`config.mk`:
```
export PLATFORM = sky130hd
export DESIGN_NAME = uart_frame_decoder
export DESIGN_NICKNAME = d
export VERILOG_FILES = /design/src/rtl/uart_frame_decoder_pkg.sv /design/src/rtl/uart_frame_decoder_inter_byte_timer.sv /design/src/rtl/uart_frame_decoder.sv
export SDC_FILE = /design/constraint.sdc
export NUM_CORES = 1
export LEC_CHECK = 0
export ABC_AREA = 1
export CAP_MARGIN = 25
export CORE_MARGIN = 3
export CORE_UTILIZATION = 40
export CTS_CLUSTER_DIAMETER = 60
export DETAILED_ROUTE_END_ITERATION = 10
export PLACE_DENSITY = 0.73
export SLEW_MARGIN = 20
export SYNTH_ARGS = -nofsm -noshare
export SYNTH_HDL_FRONTEND = slang
export SYNTH_HIERARCHICAL = 1
export SYNTH_SLANG_ARGS = --single-unit
```
`constraint.sdc`:
```
create_clock -name clk -period 1.6 [get_ports clk]
set_input_delay 0.32 -clock clk [delete_from_list [all_inputs] [get_ports clk]]
set_output_delay 0.32 -clock clk [all_outputs]
set_load 0.05 [all_outputs]
```
`src/rtl/uart_frame_decoder_pkg.sv`:
```
// Shared constants and FSM encoding for the UART frame decoder.
// The default timeout allows four byte times at 115200 baud on a 200 MHz clock.
package uart_frame_decoder_pkg;

    localparam logic [7:0] SYNC_DEFAULT   = 8'hA5;
    localparam int         CLK_HZ         = 200_000_000;
    localparam int         BAUD           = 115_200;
    localparam int         BITDUR         = CLK_HZ / BAUD;
    localparam int         BYTE_TIME      = 10 * BITDUR;
    localparam int         TIMEOUT_DEFAULT = 4 * BYTE_TIME;

    typedef enum logic [1:0] {
        ST_IDLE    = 2'd0,
        ST_PAYLOAD = 2'd1,
        ST_CHECK   = 2'd2
    } state_t;

endpackage

```
`src/rtl/uart_frame_decoder_inter_byte_timer.sv`:
```
// Idle-cycle counter between received bytes; expires after TIMEOUT quiet cycles.
// A clear on the terminal cycle wins, so a byte arriving just in time never times out.
module inter_byte_timer #(
    parameter int TIMEOUT = 69440
) (
    input  logic clk,
    input  logic reset,
    input  logic i_clear,
    input  logic i_enable,
    output logic o_expire
);

    localparam int              CW   = (TIMEOUT > 1) ? $clog2(TIMEOUT) : 1;
    localparam logic [CW-1:0]   LAST = CW'(TIMEOUT - 1);

    logic [CW-1:0] r_cnt;

    assign o_expire = i_enable && !i_clear && (r_cnt == LAST);

    always_ff @(posedge clk) begin
        if (!reset || i_clear || !i_enable || o_expire) begin
            r_cnt <= '0;
        end else begin
            r_cnt <= r_cnt + 1'b1;
        end
    end

endmodule

```
`src/rtl/uart_frame_decoder.sv`:
```
// Assembles SYNC + payload + XOR-checksum frames from a UART byte strobe stream
// and presents good payloads on a held valid/ack interface with error pulses.
module uart_frame_decoder
    import uart_frame_decoder_pkg::*;
#(
    parameter int         WORDBYTES = 4,
    parameter logic [7:0] SYNC      = SYNC_DEFAULT,
    parameter int         TIMEOUT   = TIMEOUT_DEFAULT
) (
    input  logic                   clk,
    input  logic                   reset,
    input  logic [7:0]             rx_data,
    input  logic                   rx_ready,
    output logic [8*WORDBYTES-1:0] word,
    output logic                   word_valid,
    input  logic                   word_ack,
    output logic                   err_chk,
    output logic                   err_timeout,
    output logic                   err_overflow,
    output state_t                 dbg_state
);

    localparam int W   = 8 * WORDBYTES;
    localparam int BCW = $clog2(WORDBYTES + 1);
    localparam logic [BCW-1:0] LAST_BYTE = BCW'(WORDBYTES - 1);

    state_t         r_state, w_state_nxt;
    logic [BCW-1:0] r_bcnt, w_bcnt_nxt;
    logic [W-1:0]   r_asm, w_asm_nxt;
    logic [7:0]     r_chk, w_chk_nxt;
    logic [W-1:0]   r_word, w_word_nxt;
    logic           r_word_valid, w_valid_nxt;
    logic           r_err_chk, w_err_chk_nxt;
    logic           r_err_to, w_err_to_nxt;
    logic           r_err_ovf, w_err_ovf_nxt;
    logic           w_tmr_en;
    logic           w_expire;

    inter_byte_timer #(.TIMEOUT(TIMEOUT)) u_timer (
        .clk      (clk),
        .reset    (reset),
        .i_clear  (rx_ready),
        .i_enable (w_tmr_en),
        .o_expire (w_expire)
    );

    assign w_tmr_en = (r_state != ST_IDLE);

    always_comb begin
        w_state_nxt   = r_state;
        w_bcnt_nxt    = r_bcnt;
        w_asm_nxt     = r_asm;
        w_chk_nxt     = r_chk;
        w_word_nxt    = r_word;
        // An ack retires the pending word; a good frame this cycle may reload it below.
        w_valid_nxt   = r_word_valid && !word_ack;
        w_err_chk_nxt = 1'b0;
        w_err_to_nxt  = 1'b0;
        w_err_ovf_nxt = 1'b0;
        case (r_state)
            ST_IDLE: begin
                if (rx_ready && rx_data == SYNC) begin
                    w_state_nxt = ST_PAYLOAD;
                    w_bcnt_nxt  = '0;
                    w_chk_nxt   = '0;
                    w_asm_nxt   = '0;
                end
            end
            ST_PAYLOAD: begin
                if (rx_ready) begin
                    w_asm_nxt = {r_asm[W-9:0], rx_data};
                    w_chk_nxt = r_chk ^ rx_data;
                    if (r_bcnt == LAST_BYTE) begin
                        w_state_nxt = ST_CHECK;
                        w_bcnt_nxt  = '0;
                    end else begin
                        w_bcnt_nxt  = r_bcnt + 1'b1;
                    end
                end else if (w_expire) begin
                    w_state_nxt  = ST_IDLE;
                    w_bcnt_nxt   = '0;
                    w_err_to_nxt = 1'b1;
                end
            end
            ST_CHECK: begin
                if (rx_ready) begin
                    w_state_nxt = ST_IDLE;
                    if (rx_data == r_chk) begin
                        if (!r_word_valid || word_ack) begin
                            w_word_nxt  = r_asm;
                            w_valid_nxt = 1'b1;
                        end else begin
                            w_err_ovf_nxt = 1'b1;
                        end
                    end else begin
                        w_err_chk_nxt = 1'b1;
                    end
                end else if (w_expire) begin
                    w_state_nxt  = ST_IDLE;
                    w_err_to_nxt = 1'b1;
                end
            end
            default: begin
                w_state_nxt = ST_IDLE;
            end
        endcase
    end

    always_ff @(posedge clk) begin
        if (!reset) begin
            r_state      <= ST_IDLE;
            r_bcnt       <= '0;
            r_asm        <= '0;
            r_chk        <= '0;
            r_word       <= '0;
            r_word_valid <= 1'b0;
            r_err_chk    <= 1'b0;
            r_err_to     <= 1'b0;
            r_err_ovf    <= 1'b0;
        end else begin
            r_state      <= w_state_nxt;
            r_bcnt       <= w_bcnt_nxt;
            r_asm        <= w_asm_nxt;
            r_chk        <= w_chk_nxt;
            r_word       <= w_word_nxt;
            r_word_valid <= w_valid_nxt;
            r_err_chk    <= w_err_chk_nxt;
            r_err_to     <= w_err_to_nxt;
            r_err_ovf    <= w_err_ovf_nxt;
        end
    end

    assign word         = r_word;
    assign word_valid   = r_word_valid;
    assign err_chk      = r_err_chk;
    assign err_timeout  = r_err_to;
    assign err_overflow = r_err_ovf;
    assign dbg_state    = r_state;

endmodule
```
* Word level (Yosys, flattened, before mapping) *
Cells that the tools add are included.

cells by class
  $add $sub $neg = 2
  bitwise operators = 3
  $lt $le $gt $ge = 0
  divide/modulo/power cells = 0
  shift-type cells = 0
  multiply operators = 0
  equal/unequal tests = 10
  multiplexer cells = 24
  reductions and logical operators = 24

operator list
  operator                 count
  $mux W32                 2
  $pmux W32 S2             1
  $add A17 B1 Y17 const B  1
  $eq A17 B17 Y1 const B   1
  $mux W8                  2
  $pmux W8 S2              1
  $mux W3                  4
  $mux W2                  5
  $reduce_and A3 Y1        3
  $eq A8 B8 Y1             1
  $eq A8 B8 Y1 const B     1
  $reduce_and A4 Y1        2
  $xor A8 B8 Y8            1
  $mux W1                  7
  $pmux W2 S3              1
  $pmux W3 S2              1
  $logic_not A1 Y1         5
  $logic_and A1 B1 Y1      4
  $logic_or A1 B1 Y1       4
  $ne A2 B2 Y1 const B     2
  $reduce_bool A2 Y1       2
  $add A3 B1 Y3 const B    1
  $eq A3 B2 Y1 const B     1
  $ne A3 B2 Y1 const B     1
  8 further kinds          9

storage, ports and cells
  latch bits = 0
  memories = 0
  input bits = 12
  memory bits (writable) = 0
  bits in read-only memories = 0
  logic and storage cells = 73
  register bits after elaboration = 98

* Longest topological paths before layout *
  word-level depth = 6
  mapped depth = 15

* Hierarchy *
Netlist, hierarchy kept.

modules (own cells, without submodules)
  module              area an instance (µm²)  times used  cells each
  uart_frame_decoder  3774.9                  1           584
  inter_byte_timer    892.1                   1           132

* Worst setup path before layout *
No wires, ideal clock.

  path kind = flip-flop to flip-flop
  start = register r_state[0] (netlist: dbg_state[0])
  end = register r_bcnt[0]
  data required time = 1.484 ns
  library setup time = 0.116 ns
  stages on the path, launching flop included = 15
  path slack = -0.580 ns
  buffers on the path = 0
  arrival = 2.064 ns
  cell sequence = dfxtp_1 inv_1 ha_1 inv_1 nand2_1 nor2_1 nand2_1 nor2_1 inv_1 nand2_1 inv_1 nor2_1 nand2_1 o21ai_0 nor2_1

between the ends
  cells in the longest elaborated chain, start to end = 5
  elaborated cells on any way between the ends = 10
  classes of those cells = eq/ne (3); mux (1); reduce/logical (6)

ends and longest elaborated chain
  what                              line                                       source
  start, declared                   uart_frame_decoder.sv:27                   state_t r_state, w_state_nxt;
  start signal, assigned            uart_frame_decoder.sv:121                  r_state <= w_state_nxt;
  $reduce_bool A2 Y1                uart_frame_decoder.sv:47                   assign w_tmr_en = (r_state != ST_IDLE);
  via w_tmr_en                      uart_frame_decoder.sv:36                   logic w_tmr_en;
  $logic_and A1 B1 Y1 (2 in a row)  uart_frame_decoder_inter_byte_timer.sv:18  assign o_expire = i_enable && !i_clear && (r_cnt == LAST);
  via w_expire                      uart_frame_decoder.sv:37                   logic w_expire;
  $ne A3 B2 Y1 (no line)            -
  $reduce_and A3 Y1 (no line)       -
  end signal, assigned              uart_frame_decoder.sv:122                  r_bcnt <= w_bcnt_nxt;
  end, declared                     uart_frame_decoder.sv:28                   logic [BCW-1:0] r_bcnt, w_bcnt_nxt;

The timed path passes the listed nets, and every way through them passes these cells.
A chain may end at the register's enable or synchronous reset.

* Final worst setup path *
  start = register u_timer.r_cnt[1]
  end = register r_bcnt[2]

between the ends
  cells in the longest elaborated chain, start to end = 4

ends and longest elaborated chain
  what                         line                                       source
  start, declared              uart_frame_decoder_inter_byte_timer.sv:16  logic [CW-1:0] r_cnt;
  start signal, assigned       uart_frame_decoder_inter_byte_timer.sv:24  r_cnt <= r_cnt + 1'b1;
  $eq A17 B17 Y1               uart_frame_decoder_inter_byte_timer.sv:18
  $logic_and A1 B1 Y1          uart_frame_decoder_inter_byte_timer.sv:18
  via w_expire                 uart_frame_decoder.sv:37
  $ne A3 B2 Y1 (no line)       -
  $reduce_and A3 Y1 (no line)  -

The timed path passes the listed nets, and every way through them passes these cells.

==> reports/metrics.csv <==
metric,value,unit
cts hold-fix bufs,0,
Post-route DRC,0,
crit path buf inv count,3,
critical path's largest stage delay,360,ps
Slew headroom,0.730,
first drt pass iteration count,4,
PortBufs,49,
Yosys cell types,29,
"commonest non-fill, non-tap cell in the layout",nand2_1,
worst path cell trace,ha_4 -> nand2_4 -> nor2_4 -> nand3_4 -> nor2_4 -> inv_2 -> nand2_2 -> inv_2 -> nor2_2 -> nand2_2 -> o21bai_1 -> inv_1,
CTS Buffer Depth,2,
WP data arrival,1830,ps
die area,0.0130,sq mm
first-pass GRT wire length,17.2,mm
"CP delay by family, top",simple AND/OR/NAND/NOR gates,
Pleak,0.00309,uW
CTS tree,yes,
Post-Syn Area,0.00467,sq mm
Synth area leader,dfxtp_1,
Clock transition at path regs,70,ps
core area,0.0111,sq mm
actual slew at the worst max-slew pin,405,ps
Syn Nets,734,
Max Slew Vio Count,0,
synthesized area per cell,6.52,sq um
initial drt markers,221,
Inst Count DP,927,
Layout Cells excl Fill,950,
Congestion Overflow GR,0,
HP Class,in -> reg,
Worst path slowest cell,dfxtp_2,
worst path required time,1840,ps
fraction of layout cells with a size suffix above 1,0.199,
Die Y,114,microns
post-layout util,0.539,
synthesized flop and latch total,98,
antenna violations before repair,0,
GPL Wtd Cong,0.864,
RSZ-0062 raised after global routing,true,
Root Buffer,clkbuf_16,
Critical Path Sink Type,flip-flop,
Final Cell Area,0.00600,sq mm
Pwr Density,1360,mW/mm^2
crit share post-route,0.994,
vias per cell,4.40,
Detailed Place HPWL,6.65,mm
worst skew pair latency,340,ps
largest net degree at the start of global routing,56,
row count,38,
routed len/inst,10.4,microns
Area after DPL,0.00553,sq mm
most frequent cells in the layout,"nand2_1 (220), nor2_1 (152), inv_1 (100)",
TritonCTS Sinks,98,
Yosys top cell area share,0.420,
"Setup violations, final",0,
Syn Inst Count,716,
overall routing resource usage,0.160,
synth warn,6,
H-tree levels,3,
Initial Util,0.419,
Worst Skew,6.95,ps
# diodes,0,
max-cap violations,0,
Die X,114,microns
status,"finished, final reports clean",
Final ANT Viol Nets,0,
nets@finish,823,
area grow syn2layout,28.5,%
Critical Path Start Type,flip-flop,
Total Power,8140,uW
Setup Crit Path Kind,reg -> reg,
"Hold Vio Cnt, Final",0,
via count,4176,
number of global-route vias before repair,3847,
minimum clock period,1590,ps
Peak supply drop,0.000594,V
ranking of synthesized cells by area,"dfxtp_1 (42%), nand2_1 (18%), nor2_1 (13%), inv_1 (8.5%), a21oi_1 (2.8%)",
final wirelength,9.92,mm
TritonCTS Buffers,9,
sequential area share after synthesis,0.420,
I/O Pins,50,
Peak Freq,629,MHz
largest fanout on the critical path,4,
FILL cells,1079,
-- final cells by class --
class / instances / area [sq um] / area share
clock buffer: 10 / 229 / 0.0382
timing repair buffer: 106 / 953 / 0.159
tap: 140 / 175 / 0.0292
sequential: 98 / 1970 / 0.329
clock inverter: 6 / 50.0 / 0.00834
multi-input combinational: 481 / 2200 / 0.368
inverter: 109 / 414 / 0.0690
-- state kept, by name (all words and copies together) (netlist names) --
name,count
u_timer/r_cnt,17
word_valid,1
err_chk,1
dbg_state,2
r_bcnt,3
r_chk,8
err_overflow,1
word,32
r_asm,32
err_timeout,1
-- logic make-up after synthesis --
logic type,count (synthesis),share of synthesized area
AO/OA/AOI/OAI,46,0.0598
flip-flops,98,0.420
buffers and inverters,137,0.128
AND/OR/NAND/NOR,419,0.357
XOR/XNOR,10,0.0188
adder cells (fa/ha/maj),6,0.0161
-- worst reg2reg max path, cell delays in order (launching register included) --
cell and delay (ps):
dfxtp_2 360, ha_4 150, nand2_4 50, nor2_4 150, nand3_4 110, nor2_4 130
inv_2 50, nand2_2 70, inv_2 30, nor2_2 90, nand2_2 110, o21bai_1 140
inv_1 50
-- path summary, 6_finish.rpt --
| path | from | to | slack (ps) | depth (start not counted) |
|---|---|---|---|---|
| hold reg to reg | r_asm[28]$_SDFFE_PN0P_ | word[28]$_SDFFE_PN0P_ | 490 | 2 |
| setup / recovery | u_timer/r_cnt[1]$_SDFF_PP0_ | r_bcnt[2]$_SDFFE_PN0P_ | 9 | 12 |
| setup reg to reg | u_timer/r_cnt[1]$_SDFF_PP0_ | r_bcnt[2]$_SDFFE_PN0P_ | 9 | 12 |
| hold / removal | reset | err_timeout$_SDFF_PP0_ | 290 | 3 |
-- report_power, final --
group          total (uW)  switching [uW]  internal [uW]
Combinational        2880            1660           1220
Sequential           3200             326           2880
Clock                2060             977           1080
Total                8140            2960           5180
-- repair_timing --
item,4_1_cts,5_1_grt
setup buffers,5,2
pin swaps,8,8
endpoints found under the hold margin,0,0
endpoints found under the setup margin,24,92
gates resized for setup,11,34
-- cell usage after synthesis, drive strengths merged --
library cell,instances
o211ai,1
clkbuf,9
xor2,8
nor3,3
ha,6
nand4,2
nand3,20
inv,109
buf,19
xnor2,2
o21ai,8
a21oi,32
nand2,227
a211oi,1
dfxtp,98
nor2,167
o21bai,4
-- metrics by stage --
step | hold WS (ps) | setup WS (ps) | setup TNS, ps
global route | 294 | -117 | -1690
global placement | 475 | -323 | -24730
floorplan | 450 | -77.4 | -229
CTS | 273 | -6.36 | -8.03
finish | 287 | 9.44 | 0
detailed placement | 474 | -389 | -27790
-- routing by layer --
metal  share of wire  vias to the layer above  wire (microns)  track usage
li1                -                     2289               -            -
met1            0.50                     1809            4970        0.218
met2            0.45                       68            4430        0.251
met3           0.035                       10             349       0.0286
met4           0.016                        0             163       0.0602
met5               0                        -               0            0
Note: power is estimated with default switching activity, not from simulation.
